File: src/rtl/alu_seq_pkg.sv
// ============================================================================
// alu_seq_pkg : opcodes, FSM state encoding and flag bit positions for alu_seq_core
// Rev 1.0
// ============================================================================
`default_nettype none

package alu_seq_pkg;

    localparam logic [4:0] OP_NOT = 5'd0;
    localparam logic [4:0] OP_AND = 5'd1;
    localparam logic [4:0] OP_OR  = 5'd2;
    localparam logic [4:0] OP_XOR = 5'd3;
    localparam logic [4:0] OP_SHR = 5'd4;
    localparam logic [4:0] OP_SHL = 5'd5;
    localparam logic [4:0] OP_ROR = 5'd6;
    localparam logic [4:0] OP_ROL = 5'd7;
    localparam logic [4:0] OP_SWP = 5'd8;
    localparam logic [4:0] OP_INC = 5'd9;
    localparam logic [4:0] OP_DEC = 5'd10;
    localparam logic [4:0] OP_ADD = 5'd11;
    localparam logic [4:0] OP_ADC = 5'd12;
    localparam logic [4:0] OP_SUB = 5'd13;
    localparam logic [4:0] OP_SBC = 5'd14;
    localparam logic [4:0] OP_CMP = 5'd15;
    localparam logic [4:0] OP_MUL = 5'd16;

    localparam logic [1:0] ST_IDLE = 2'd0;
    localparam logic [1:0] ST_EXEC = 2'd1;
    localparam logic [1:0] ST_DONE = 2'd2;

    localparam int FLG_CARRY = 0;
    localparam int FLG_ZERO  = 1;
    localparam int FLG_SIGN  = 2;

    function automatic logic is_shift(input logic [4:0] op);
        return (op == OP_SHR) || (op == OP_SHL) || (op == OP_ROR) || (op == OP_ROL);
    endfunction

endpackage

`default_nettype wire

File: src/rtl/alu_seq_shifter.sv
// ============================================================================
// alu_seq_shifter : iterative one-bit-per-step shift/rotate unit, full or half word
// Rev 1.0
// ============================================================================
`default_nettype none

module alu_seq_shifter #(
    parameter int WIDTH   = 20,
    parameter int SHAMT_W = $clog2(WIDTH)
) (
    input  logic               clk,
    input  logic               rst_n,
    input  logic               load,
    input  logic               step,
    input  logic               mode,
    input  logic               left,
    input  logic               rotate,
    input  logic [WIDTH-1:0]   data_in,
    input  logic [SHAMT_W-1:0] amt,
    output logic [WIDTH-1:0]   step_data,
    output logic               last_out,
    output logic               done
);

    localparam int H = WIDTH / 2;

    logic [WIDTH-1:0]   r_data;
    logic [SHAMT_W-1:0] r_cnt;
    logic               r_mode;
    logic               r_left;
    logic               r_rotate;
    logic               w_out;

    // step_data / last_out describe the value after the step taken this cycle
    always_comb begin
        w_out     = 1'b0;
        step_data = r_data;
        if (r_left) begin
            w_out     = r_mode ? r_data[WIDTH-1] : r_data[H-1];
            step_data = {r_data[WIDTH-2:0], r_rotate & w_out};
            if (!r_mode) begin
                step_data[WIDTH-1:H] = '0;
            end
        end else begin
            w_out     = r_data[0];
            step_data = {1'b0, r_data[WIDTH-1:1]};
            if (r_mode) begin
                step_data[WIDTH-1] = r_rotate & w_out;
            end else begin
                step_data[H-1] = r_rotate & w_out;
            end
        end
    end

    assign last_out = w_out;
    assign done     = (r_cnt == SHAMT_W'(1));

    always_ff @(posedge clk or negedge rst_n) begin
        if (!rst_n) begin
            r_data   <= '0;
            r_cnt    <= '0;
            r_mode   <= 1'b0;
            r_left   <= 1'b0;
            r_rotate <= 1'b0;
        end else if (load) begin
            r_data   <= data_in;
            r_cnt    <= amt;
            r_mode   <= mode;
            r_left   <= left;
            r_rotate <= rotate;
        end else if (step) begin
            r_data <= step_data;
            r_cnt  <= r_cnt - SHAMT_W'(1);
        end
    end

endmodule

`default_nettype wire

File: src/rtl/alu_seq_core.sv
// ============================================================================
// alu_seq_core : handshaked multi-cycle ALU with persistent {sign,zero,carry} status
// Optional ALU_SEQ_MUL_EN adds an H-cycle shift-add multiplier on op 16.  Rev 1.0
// ============================================================================
`default_nettype none

module alu_seq_core #(
    parameter int WIDTH   = 20,
    parameter int SHAMT_W = $clog2(WIDTH)
) (
    input  logic             clk,
    input  logic             rst_n,
    input  logic             in_valid,
    output logic             in_ready,
    input  logic [4:0]       op,
    input  logic             mode,
    input  logic [WIDTH-1:0] a,
    input  logic [WIDTH-1:0] b,
    output logic             out_valid,
    input  logic             out_ready,
    output logic [WIDTH-1:0] result,
    output logic [WIDTH-1:0] result_b,
    output logic [2:0]       flags
);

    import alu_seq_pkg::*;

    localparam int H = WIDTH / 2;
    localparam logic [WIDTH-1:0]   c_half_mask = {{(WIDTH - H){1'b0}}, {H{1'b1}}};
    localparam logic [SHAMT_W:0]   c_width_ext = (SHAMT_W + 1)'(WIDTH);
    localparam logic [SHAMT_W:0]   c_half_ext  = (SHAMT_W + 1)'(H);
    localparam logic [SHAMT_W-1:0] c_h_amt     = SHAMT_W'(H);

    logic [1:0]       r_state;
    logic [4:0]       r_op;
    logic             r_mode;
    logic [WIDTH-1:0] r_result;
    logic [WIDTH-1:0] r_result_b;
    logic [2:0]       r_status;

    logic [WIDTH-1:0]   w_mask, w_am, w_bm;
    logic [SHAMT_W:0]   w_amt_ext;
    logic [SHAMT_W-1:0] w_amt, w_sh_amt;
    logic               w_accept, w_shift_go, w_mul_go, w_sh_load, w_sh_step;
    logic [WIDTH:0]     w_add, w_sub;
    logic [WIDTH-1:0]   w_add_b, w_sub_b, w_sub_m;
    logic               w_add_c, w_sub_c, w_add_co, w_sub_bo;
    logic [WIDTH-1:0]   w_sc_result, w_sc_result_b, w_sc_fsrc;
    logic               w_sc_carry, w_sc_upd;
    logic [2:0]         w_sc_status;
    logic [WIDTH-1:0]   w_ex_result;
    logic [2:0]         w_ex_status;
    logic               w_ex_carry;
    logic [WIDTH-1:0]   w_sh_data;
    logic               w_sh_last, w_sh_done;

    // operand v is already masked to the effective width
    function automatic logic [2:0] mk_flags(input logic [WIDTH-1:0] v, input logic full,
                                            input logic c);
        logic [2:0] f;
        f[FLG_CARRY] = c;
        f[FLG_ZERO]  = (v == '0);
        f[FLG_SIGN]  = full ? v[WIDTH-1] : v[H-1];
        return f;
    endfunction

    assign in_ready  = rst_n && (r_state == ST_IDLE);
    assign out_valid = (r_state == ST_DONE);
    assign result    = r_result;
    assign result_b  = r_result_b;
    assign flags     = r_status;

    assign w_accept  = in_valid && in_ready;
    assign w_mask    = mode ? {WIDTH{1'b1}} : c_half_mask;
    assign w_am      = a & w_mask;
    assign w_bm      = b & w_mask;
    assign w_amt_ext = {1'b0, b[SHAMT_W-1:0]} % (mode ? c_width_ext : c_half_ext);
    assign w_amt     = SHAMT_W'(w_amt_ext);

    assign w_shift_go = is_shift(op) && (w_amt != '0);
`ifdef ALU_SEQ_MUL_EN
    assign w_mul_go = (op == OP_MUL);
`else
    assign w_mul_go = 1'b0;
`endif
    assign w_sh_load = w_accept && (w_shift_go || w_mul_go);
    assign w_sh_step = (r_state == ST_EXEC);
    assign w_sh_amt  = w_mul_go ? c_h_amt : w_amt;

    // Half-word operands are zero-extended, so bit H carries the carry/borrow out
    assign w_add_b  = (op == OP_INC) ? WIDTH'(1) : w_bm;
    assign w_add_c  = (op == OP_ADC) ? r_status[FLG_CARRY] : 1'b0;
    assign w_add    = {1'b0, w_am} + {1'b0, w_add_b} + (WIDTH + 1)'(w_add_c);
    assign w_sub_b  = (op == OP_DEC) ? WIDTH'(1) : w_bm;
    assign w_sub_c  = (op == OP_SBC) ? r_status[FLG_CARRY] : 1'b0;
    assign w_sub    = {1'b0, w_am} - {1'b0, w_sub_b} - (WIDTH + 1)'(w_sub_c);
    assign w_add_co = mode ? w_add[WIDTH] : w_add[H];
    assign w_sub_bo = mode ? w_sub[WIDTH] : w_sub[H];
    assign w_sub_m  = w_sub[WIDTH-1:0] & w_mask;

    always_comb begin
        w_sc_result   = w_am;
        w_sc_result_b = '0;
        w_sc_carry    = r_status[FLG_CARRY];
        w_sc_upd      = 1'b1;
        case (op)
            OP_NOT: w_sc_result = ~w_am & w_mask;
            OP_AND: w_sc_result = w_am & w_bm;
            OP_OR:  w_sc_result = w_am | w_bm;
            OP_XOR: w_sc_result = w_am ^ w_bm;
            OP_SHR, OP_SHL: w_sc_carry = 1'b0;
            OP_ROR, OP_ROL: w_sc_carry = r_status[FLG_CARRY];
            OP_SWP: begin
                w_sc_result   = w_bm;
                w_sc_result_b = w_am;
            end
            OP_INC, OP_ADD, OP_ADC: begin
                w_sc_result = w_add[WIDTH-1:0] & w_mask;
                w_sc_carry  = w_add_co;
            end
            OP_DEC, OP_SUB, OP_SBC: begin
                w_sc_result = w_sub_m;
                w_sc_carry  = w_sub_bo;
            end
            OP_CMP: w_sc_carry = w_sub_bo;
            default: w_sc_upd = 1'b0;
        endcase
        w_sc_fsrc   = (op == OP_CMP) ? w_sub_m : w_sc_result;
        w_sc_status = w_sc_upd ? mk_flags(w_sc_fsrc, mode, w_sc_carry) : r_status;
    end

    alu_seq_shifter #(
        .WIDTH   (WIDTH),
        .SHAMT_W (SHAMT_W)
    ) u_shifter (
        .clk       (clk),
        .rst_n     (rst_n),
        .load      (w_sh_load),
        .step      (w_sh_step),
        .mode      (mode),
        .left      ((op == OP_SHL) || (op == OP_ROL)),
        .rotate    ((op == OP_ROR) || (op == OP_ROL)),
        .data_in   (w_mul_go ? '0 : w_am),
        .amt       (w_sh_amt),
        .step_data (w_sh_data),
        .last_out  (w_sh_last),
        .done      (w_sh_done)
    );

`ifdef ALU_SEQ_MUL_EN
    logic [WIDTH-1:0] r_acc;
    logic [WIDTH-1:0] r_mcand;
    logic [H-1:0]     r_mplier;
    logic [WIDTH-1:0] w_acc_next;

    assign w_acc_next = r_acc + (r_mplier[0] ? r_mcand : '0);

    always_ff @(posedge clk or negedge rst_n) begin
        if (!rst_n) begin
            r_acc    <= '0;
            r_mcand  <= '0;
            r_mplier <= '0;
        end else if (w_accept && w_mul_go) begin
            r_acc    <= '0;
            r_mcand  <= {{(WIDTH - H){1'b0}}, a[H-1:0]};
            r_mplier <= b[H-1:0];
        end else if ((r_state == ST_EXEC) && (r_op == OP_MUL)) begin
            r_acc    <= w_acc_next;
            r_mcand  <= {r_mcand[WIDTH-2:0], 1'b0};
            r_mplier <= {1'b0, r_mplier[H-1:1]};
        end
    end
`endif

    assign w_ex_carry = ((r_op == OP_ROR) || (r_op == OP_ROL)) ? r_status[FLG_CARRY]
                                                               : w_sh_last;

    always_comb begin
        w_ex_result = w_sh_data;
        w_ex_status = mk_flags(w_sh_data, r_mode, w_ex_carry);
`ifdef ALU_SEQ_MUL_EN
        if (r_op == OP_MUL) begin
            w_ex_result = w_acc_next;
            w_ex_status = mk_flags(w_acc_next, 1'b1, 1'b0);
        end
`endif
    end

    always_ff @(posedge clk or negedge rst_n) begin
        if (!rst_n) begin
            r_state    <= ST_IDLE;
            r_op       <= '0;
            r_mode     <= 1'b0;
            r_result   <= '0;
            r_result_b <= '0;
            r_status   <= '0;
        end else begin
            case (r_state)
                ST_IDLE: begin
                    if (w_accept) begin
                        r_op   <= op;
                        r_mode <= mode;
                        if (w_shift_go || w_mul_go) begin
                            r_state <= ST_EXEC;
                        end else begin
                            r_state    <= ST_DONE;
                            r_result   <= w_sc_result;
                            r_result_b <= w_sc_result_b;
                            r_status   <= w_sc_status;
                        end
                    end
                end
                ST_EXEC: begin
                    // final step lands directly in the result/status registers
                    if (w_sh_done) begin
                        r_state    <= ST_DONE;
                        r_result   <= w_ex_result;
                        r_result_b <= '0;
                        r_status   <= w_ex_status;
                    end
                end
                ST_DONE: begin
                    if (out_ready) begin
                        r_state <= ST_IDLE;
                    end
                end
                default: r_state <= ST_IDLE;
            endcase
        end
    end

endmodule

`default_nettype wire

File: config.mk
export PLATFORM = sky130hd
export DESIGN_NAME = alu_seq_core
export DESIGN_NICKNAME = d
export VERILOG_FILES = /design/src/rtl/alu_seq_pkg.sv /design/src/rtl/alu_seq_shifter.sv /design/src/rtl/alu_seq_core.sv
export SDC_FILE = /design/constraint.sdc
export NUM_CORES = 1
export LEC_CHECK = 0
export CORE_ASPECT_RATIO = 1.25
export CORE_MARGIN = 5
export CORE_UTILIZATION = 45
export CTS_CLUSTER_DIAMETER = 50
export DETAILED_ROUTE_END_ITERATION = 10
export HOLD_SLACK_MARGIN = 0.15
export PLACE_DENSITY = 0.66
export REMOVE_ABC_BUFFERS = 1
export SLEW_MARGIN = 40
export SYNTH_ARGS = -nofsm -noshare
export SYNTH_HDL_FRONTEND = slang
export SYNTH_SLANG_ARGS = --single-unit
File: constraint.sdc
create_clock -name clk -period 6.2 [get_ports clk]
set_input_delay 1.86 -clock clk [delete_from_list [all_inputs] [get_ports clk]]
set_output_delay 1.86 -clock clk [all_outputs]
set_load 0.02 [all_outputs]
==> results of run 1 <==
-- registers in the layout (all words and copies together), names as in the netlist --
register            cells
result                 20
r_op                    4
flags                   3
r_state                 2
result_b               20
r_mode                  1
u_shifter.r_data       20
u_shifter.r_cnt         5
u_shifter.r_rotate      1
u_shifter.r_mode        1
u_shifter.r_left        1
-- synthesized netlist by cell type, types with 15 or more instances --
| cell | count | area share (%) |
|---|---|---|
| buf_2 | 15 | 0.85 |
| a22o_1 | 25 | 2.5 |
| mux2i_1 | 15 | 1.7 |
| a21oi_1 | 73 | 4.1 |
| ha_1 | 109 | 15 |
| xnor2_1 | 25 | 2.5 |
| nor2_1 | 131 | 5.6 |
| nor2b_1 | 20 | 1.4 |
| o21ai_0 | 65 | 3.7 |
| clkbuf_1 | 30 | 1.3 |
| nand3_1 | 20 | 1.1 |
| a21o_1 | 19 | 1.6 |
| a211oi_1 | 18 | 1.5 |
| dfrtp_1 | 78 | 22 |
| nand2_1 | 112 | 4.8 |
| inv_1 | 100 | 4.3 |
| o211ai_1 | 15 | 1.3 |
-- area by class of cell --
type	instances	area, µm²	share of cell area, %
inverter	101	379.1	3.246
timing repair buffer	256	2183	18.70
clock inverter	7	105.1	0.8999
clock buffer	9	225.2	1.928
multi-input combinational	900	6501	55.67
tap	265	331.6	2.839
sequential	78	1953	16.72
-- cells in the final DEF (no fill, tap or decap), types with 6 or more instances in the layout --
| master | Yosys | final |
|---|---|---|
| a211oi_1 | 18 | 15 |
| nand2b_1 | 12 | 11 |
| dfrtp_1 | 78 | 77 |
| a22oi_1 | 10 | 10 |
| nor2_1 | 131 | 130 |
| xnor2_1 | 25 | 24 |
| o221ai_1 | 10 | 9 |
| clkdlybuf4s50_1 | 0 | 84 |
| ha_1 | 109 | 104 |
| nor2b_1 | 20 | 15 |
| a21oi_1 | 73 | 70 |
| o211ai_1 | 15 | 15 |
| a21o_1 | 19 | 19 |
| o21ai_1 | 11 | 15 |
| a31oi_1 | 7 | 7 |
| or2_2 | 7 | 6 |
| o22ai_1 | 10 | 10 |
| o21a_1 | 6 | 6 |
| clkbuf_16 | 0 | 9 |
| xor2_1 | 9 | 9 |
| mux2_2 | 8 | 9 |
| and3_1 | 9 | 8 |
| nand3b_1 | 7 | 7 |
| nand3_1 | 20 | 20 |
| buf_6 | 2 | 6 |
| nand4_1 | 14 | 14 |
| buf_4 | 2 | 155 |
| mux2i_1 | 15 | 12 |
| o21ai_0 | 65 | 61 |
| nand2_1 | 112 | 112 |
| nor3_1 | 12 | 10 |
| a22o_1 | 25 | 25 |
| inv_1 | 100 | 100 |
-- final timing paths --
check	slack, ns	start	depth (start not counted)	endpoint
setup reg to reg	1.74	flags[0]$_DFFE_PN0P_	16	flags[1]$_DFFE_PN0P_
setup / recovery	0.14	b[3]	21	u_shifter.r_data[4]$_DFFE_PN0P_
hold reg to reg	0.48	result[0]$_DFFE_PN0P_	1	result[0]$_DFFE_PN0P_
hold / removal	0.48	result[0]$_DFFE_PN0P_	1	result[0]$_DFFE_PN0P_
min in group asynchronous	1.65	rst_n	2	result_b[5]$_DFFE_PN0P_
max in group asynchronous	4.02	rst_n	2	u_shifter.r_left$_DFFE_PN0P_
-- per-layer routing --
metal	global-route usage, %	vias to the layer above
met3	2.545	84
met1	36.33	4543
met5	0	-
li1	-	4494
met2	43.20	364
met4	8.768	0
-- through the flow --
step | hold slack [ns] | setup TNS [ns] | utilization, %
floorplan | 0.4430 | -13.48 | -
global placement | 0.4503 | -34.30 | 56.59
detailed placement | 0.4549 | -39.33 | 56.62
CTS | 0.4806 | 0 | 59.49
global route | 0.4972 | 0 | 60.43
finish | 0.4783 | 0 | 60.43
-- cell families after synthesis --
group | Yosys count | synth area share (%)
buffers and inverters | 152 | 6.948
multiplexers | 26 | 3.112
AND/OR/NAND/NOR | 382 | 20.56
adder cells (fa/ha/maj) | 113 | 16.40
AO/OA/AOI/OAI | 345 | 27.44
XOR/XNOR | 34 | 3.382
flip-flops | 78 | 22.17
-- power by group --
group	switching [mW]	internal (mW)	total, mW
Sequential	0.159	0.680	0.838
Clock	0.223	0.359	0.582
Combinational	0.795	0.724	1.52
-- worst register-to-register path, delay by kind of cell (launching register included) --
kind	cells	cell delay, ns
and+or+nand+nor	4	0.75
buffers and inverters	1	0.06
DFF	1	0.48
adders and majority gates	3	1.08
AOI/OAI and AO/OA	7	1.85
xor gates and xnor gates	1	0.19
-- repair_timing --
item,4_1_cts,5_1_grt
setup buffers,11,9
gates cloned,0,0
endpoints found under the setup margin,71,68
pin swaps,20,30
resized for setup,36,41
==> results.md, run 1 <==
- Sink Count: 78
- CP bufs+invs: 4
- Slew HR: 46.30%
- Worst min path class: flop to flop
- RSZ-0062 raised after global routing: no
- Layout area overhead: 32.62%
- ANT cells: 0
- EDFF count, synth: 0
- Total Routing Usage GR: 26.35%
- Cell Area, Placed: 0.01094 mm²
- Final slew viol count: 0
- Avg Inst Size Synth: 7.793 µm²
- Clock latency on the worst-skew pair: 0.34 ns
- Leak: 5.548 nW
- Post-Synthesis Cells: 1130
- Most common cell on crit path: ha_4
- Largest net degree at the start of global routing: 79
- Clk pin slew, worst setup/hold paths: 0.06 ns
- Core box area: 0.01933 mm²
- Critical Path End Type: flop
- Non-Filler Instances: 1616
- MaxCap Viol Count: 0
- Starting density of the core: 45.56%
- Cts bufs inserted: 9
- Post-synthesis sequential area ratio: 22.17%
- Dpl cells: 1580
- Initial antenna violation count: 0
- Final Net Count: 1509
- PD cells: 251.7 mW/mm²
- TritonCTS clock tree: yes
- Family with the most delay on the worst path: compound AO/OA/AOI/OAI gates
- Slowest cell on crit path: or3_1
- Final period utilization: 97.78%
- Port Buf Inserts: 94
- Die Footprint: 0.02248 mm²
- H-tree depth: 3
- Vert. Die Dim: 166.4 µm
- Share of layout cells above drive strength 1: 19.25%
- Clk buf depth: 2
- Most used flip-flop cell after synthesis: dfrtp_1
- Fmax: 165.0 MHz
- Synth Register Bits: 78
- Hpwl dp: 23200 µm
- Crit path max fanout: 8
- DIE WIDTH: 135.1 µm
- Iter 0 DRT Violations: 837
- Tightest Pin Transition: 0.8026 ns
- Fin worst setup slack: 0.1378 ns
- Gp weighted congestion: 0.9867
- Core Rows: 57
- Via count: 9485
- Wire per inst: 18.77 µm
- DR vias/cell: 5.869
- Gr ovfl total: 0
- Pwr Total: 2.939 mW
- Routed met2 length: 14080 µm
- CTS Hold Buffers Added: 0
- Ys async rst share: 100.0%
- Met3 WL: 1736 µm
- M1 wire length: 13530 µm
- Worst path max stage delay: 0.36 ns
- Drt total wl: 30330 µm
- Max VDD drop: 0.1470 mV
- DRC: 0
- First-pass GRT wire length: 48140 µm
- Number of synthesis warnings: 0
- Initial DRT Pass Iterations: 5
- CTS Root Cell: clkbuf_16
- Uppermost layer routed: met4
- Filler cells: 1759
- Worst Setup Start Kind: input port
- Fin. Hold Viols: 0
- Status: finished clean
- Post-synthesis cell type count: 88
- Design area: 0.01168 mm²
- Crit-path cells: dlygate4sd2_1 -> ha_4 -> a21oi_4 -> ha_4 -> nor2b_2 -> a221oi_2 -> o211ai_1 -> buf_4 -> mux2i_4 -> ha_4 -> and3_4 -> a31o_2 -> nor3b_2 -> o21ai_2 -> mux2i_2 -> a41oi_2 -> nor3b_4 -> buf_6 -> buf_4 -> or3_1 -> o21ai_1
- Vias in the first global route: 9147
- Dpl ws: -0.7629 ns
- IO Pins: 95
- Crit Path Class: input port to flop
- Skew final: 0.008000 ns
- Worst path arrival time: 6.33 ns
- Critical Path RT: 6.46 ns
- Final setup fails: 0
- Antenna Nets Post-Route: 0
- Cell area after synthesis: 0.008806 mm²
- Min Clock Period, post-route: 6.062 ns
(Power assumes the default switching activity.)
==> inputs of run 2 (changes only) <==
- ABC_CLOCK_PERIOD_IN_PS: not set -> 6200
==> results of run 2 <==
Final layout, timing and power as in run 1 (identical DEF).
==> RTL change, RTL diff (config.mk and constraints of run 1) <==
Add an input register stage for `mode`, with the module's reset; this delays it by one clock. The other inputs are not delayed to match.
--- a/src/rtl/alu_seq_core.sv
+++ b/src/rtl/alu_seq_core.sv
@@ -31,6 +31,16 @@
     localparam logic [SHAMT_W:0]   c_half_ext  = (SHAMT_W + 1)'(H);
     localparam logic [SHAMT_W-1:0] c_h_amt     = SHAMT_W'(H);
 
+    logic mode_q;
+
+    always_ff @(posedge clk or negedge rst_n) begin
+        if (!rst_n) begin
+            mode_q <= '0;
+        end else begin
+            mode_q <= mode;
+        end
+    end
+
     logic [1:0]       r_state;
     logic [4:0]       r_op;
     logic             r_mode;
@@ -71,10 +81,10 @@
     assign flags     = r_status;
 
     assign w_accept  = in_valid && in_ready;
-    assign w_mask    = mode ? {WIDTH{1'b1}} : c_half_mask;
+    assign w_mask    = mode_q ? {WIDTH{1'b1}} : c_half_mask;
     assign w_am      = a & w_mask;
     assign w_bm      = b & w_mask;
-    assign w_amt_ext = {1'b0, b[SHAMT_W-1:0]} % (mode ? c_width_ext : c_half_ext);
+    assign w_amt_ext = {1'b0, b[SHAMT_W-1:0]} % (mode_q ? c_width_ext : c_half_ext);
     assign w_amt     = SHAMT_W'(w_amt_ext);
 
     assign w_shift_go = is_shift(op) && (w_amt != '0);
@@ -94,8 +104,8 @@
     assign w_sub_b  = (op == OP_DEC) ? WIDTH'(1) : w_bm;
     assign w_sub_c  = (op == OP_SBC) ? r_status[FLG_CARRY] : 1'b0;
     assign w_sub    = {1'b0, w_am} - {1'b0, w_sub_b} - (WIDTH + 1)'(w_sub_c);
-    assign w_add_co = mode ? w_add[WIDTH] : w_add[H];
-    assign w_sub_bo = mode ? w_sub[WIDTH] : w_sub[H];
+    assign w_add_co = mode_q ? w_add[WIDTH] : w_add[H];
+    assign w_sub_bo = mode_q ? w_sub[WIDTH] : w_sub[H];
     assign w_sub_m  = w_sub[WIDTH-1:0] & w_mask;
 
     always_comb begin
@@ -126,7 +136,7 @@
             default: w_sc_upd = 1'b0;
         endcase
         w_sc_fsrc   = (op == OP_CMP) ? w_sub_m : w_sc_result;
-        w_sc_status = w_sc_upd ? mk_flags(w_sc_fsrc, mode, w_sc_carry) : r_status;
+        w_sc_status = w_sc_upd ? mk_flags(w_sc_fsrc, mode_q, w_sc_carry) : r_status;
     end
 
     alu_seq_shifter #(
@@ -137,7 +147,7 @@
         .rst_n     (rst_n),
         .load      (w_sh_load),
         .step      (w_sh_step),
-        .mode      (mode),
+        .mode      (mode_q),
         .left      ((op == OP_SHL) || (op == OP_ROL)),
         .rotate    ((op == OP_ROR) || (op == OP_ROL)),
         .data_in   (w_mul_go ? '0 : w_am),
@@ -199,7 +209,7 @@
                 ST_IDLE: begin
                     if (w_accept) begin
                         r_op   <= op;
-                        r_mode <= mode;
+                        r_mode <= mode_q;
                         if (w_shift_go || w_mul_go) begin
                             r_state <= ST_EXEC;
                         end else begin
Behaviour: not the same (a bounded check fails within 4 cycles, from zero or initial values and one cycle with rst_n low).
==> RTL change against run 1 <==
  * Sequential cell count rose by 1
  * Design area up 1.7%
  * Clock power increased by 3.6%
  * Worst setup slack improved by 0.14 ns
  * Critical endpoint is now flags[1]
  * Wire length increased by 12%
  * Largest cell class unchanged
  * Power is 7.0% higher
  * Largest power group unchanged
  * Sequential share of layout area decreased by 0.068 points
  * Synthesized area increased by 4.0%
  * Critical path type unchanged
  * Utilization is 1.3 points lower
==> RTL change: results (changes against run 1) <==
STATUS='completed'  # unchanged
DPL.CELL_COUNT=1664  # was 1580
YS_SEQ_AREA_SHARE_PCT=21.6  # was 22.2%
DRT-VIAS-PER-INSTANCE=5.95  # was 5.87
DR_WL_MET3_UM=2060  # was 1740 um
P_INT_W=0.00184  # was 0.00176 W
TIMING.CRITICAL_PATH.FANOUT_MAX=4  # was 8
CELL_COUNT_AFTER_SYNTHESIS=1203  # was 1130
CRIT-REG2REG-LAUNCH='mode_q'  # was flags[0]
POST_ROUTE_CELLS_DRIVE_ABOVE_1_SHARE_PCT=16.3  # was 19.2%
ROUTED_WIRELENGTH_UM=34100  # was 30300 um
GLOBAL_ROUTE.USAGE.MET3_PCT=3.38  # was 2.55%
FF2FF_SETUP_SLACK_NS=1.54  # was 1.74 ns
TIMING_WORST_SLEW_PIN_VALUE_NS=0.830  # was 0.803 ns
CRIT_SLOWEST_CELL='sky130_fd_sc_hd__clkdlybuf4s50_1'  # was sky130_fd_sc_hd__or3_1
ROUTE.DETAILED.WL_PER_INST_UM=20.3  # was 18.8 um
DRT-MET1-WL_UM=14100  # was 13500 um
MIN_TO='result[1]'  # was result[0]
CLOCK_SKEW_NS=0.0133  # was 0.00800 ns
HOLD_PATH_STARTPOINT='result[1]'  # was result[0]
SYNTH_TOP_CELLS_BY_COUNT='sky130_fd_sc_hd__nand2_1, sky130_fd_sc_hd__ha_1, sky130_fd_sc_hd__nor2_1'  # was sky130_fd_sc_hd__nor2_1, sky130_fd_sc_hd__nand2_1, sky130_fd_sc_hd__ha_1
WORST_PATH_LARGEST_CELL_DELAY_NS=0.59  # was 0.36 ns
ROUTED-WL-MET2_UM=16200  # was 14100 um
PWR.GROUP.CLOCK_W=0.000603  # was 0.000582 W
PLACE.GP.CONGESTION=0.978  # was 0.987
STARTPOINT_OF_THE_WORST_SETUP_TIMING_PATH='op[1]'  # was b[3]
CRIT_ARRIVAL_NS=6.21  # was 6.33 ns
GRT_PASS1_WL_UM=52800  # was 48100 um
WORST_SETUP_PATH_ENDPOINT='flags[1]'  # was u_shifter.r_data[4]
SYNTH_CELL_TYPES=94  # was 88
RELATIVE_CONTRIBUTION_OF_THE_CLOCK_NETWORK_TO_TOTAL_POWER_PCT=19.2  # was 19.8%
COMB-POWER_W=0.00166  # was 0.00152 W
GRT_USE_MET1_PCT=37.6  # was 36.3%
VDD.IR_DROP.WORST_mV=0.189  # was 0.147 mV
SYNTHTOPCELLSBYAREA='sky130_fd_sc_hd__dfrtp_1, sky130_fd_sc_hd__ha_1, sky130_fd_sc_hd__nand2_1'  # was sky130_fd_sc_hd__dfrtp_1, sky130_fd_sc_hd__ha_1, sky130_fd_sc_hd__nor2_1
WORST_R2R_ENDPOINT='result[6]'  # was flags[1]
REG2REG_DEPTH=18  # was 16
REMAINING_DRC_ERRORS=0  # unchanged
-- RTL change: cell count changes after synthesis, moves of 7 or more --
cell,delta
sky130_fd_sc_hd__nand2_1,+40
sky130_fd_sc_hd__o21ai_0,+24
sky130_fd_sc_hd__nor2_1,-23
sky130_fd_sc_hd__o31ai_1,+22
sky130_fd_sc_hd__a22o_1,-21
sky130_fd_sc_hd__clkbuf_1,+17
sky130_fd_sc_hd__a21oi_1,+9
sky130_fd_sc_hd__a211oi_1,-8
sky130_fd_sc_hd__a22oi_1,+8
sky130_fd_sc_hd__o21ai_1,-8
sky130_fd_sc_hd__xnor2_1,-8
sky130_fd_sc_hd__o211ai_1,+7
-- RTL change: cell type report --
cell class                 count  area (sq um)
clock inverter                 6          97.6
sequential                    79          1980
clock buffer                  10           239
fill                        1898          8230
tap                          270           338
multi-input combinational    963          6600
inverter                      98           368
timing repair buffer         257          2250
-- RTL change: repair_timing --
item / 4_1_cts / 5_1_grt
setup buffers: 0 / 2
resized for setup: 0 / 16
setup endpoints to repair: 0 / 67
-- RTL change: stage by stage --
step	cell area, sq um	setup WS (ns)	TNS (ns)
after floorplan	8890	-0.420	-9.74
after global placement	11400	-0.189	-3.75
after detailed placement	11400	-0.245	-7.09
after CTS	11800	0.100	0
after global routing	11900	0.00392	0
final	11900	0.279	0
-- RTL change: kinds of logic (layout without fill, tap and decap cells) --
family          Yosys count  after routing  synth area share [%]
fa+ha+maj               113            113                  15.8
compound gates          373            373                  27.7
simple gates            414            414                  21.4
mux                      31             31                  3.54
flops                    79             79                  21.6
buf+inv                 161            371                  6.93
xor+xnor                 32             32                  3.06
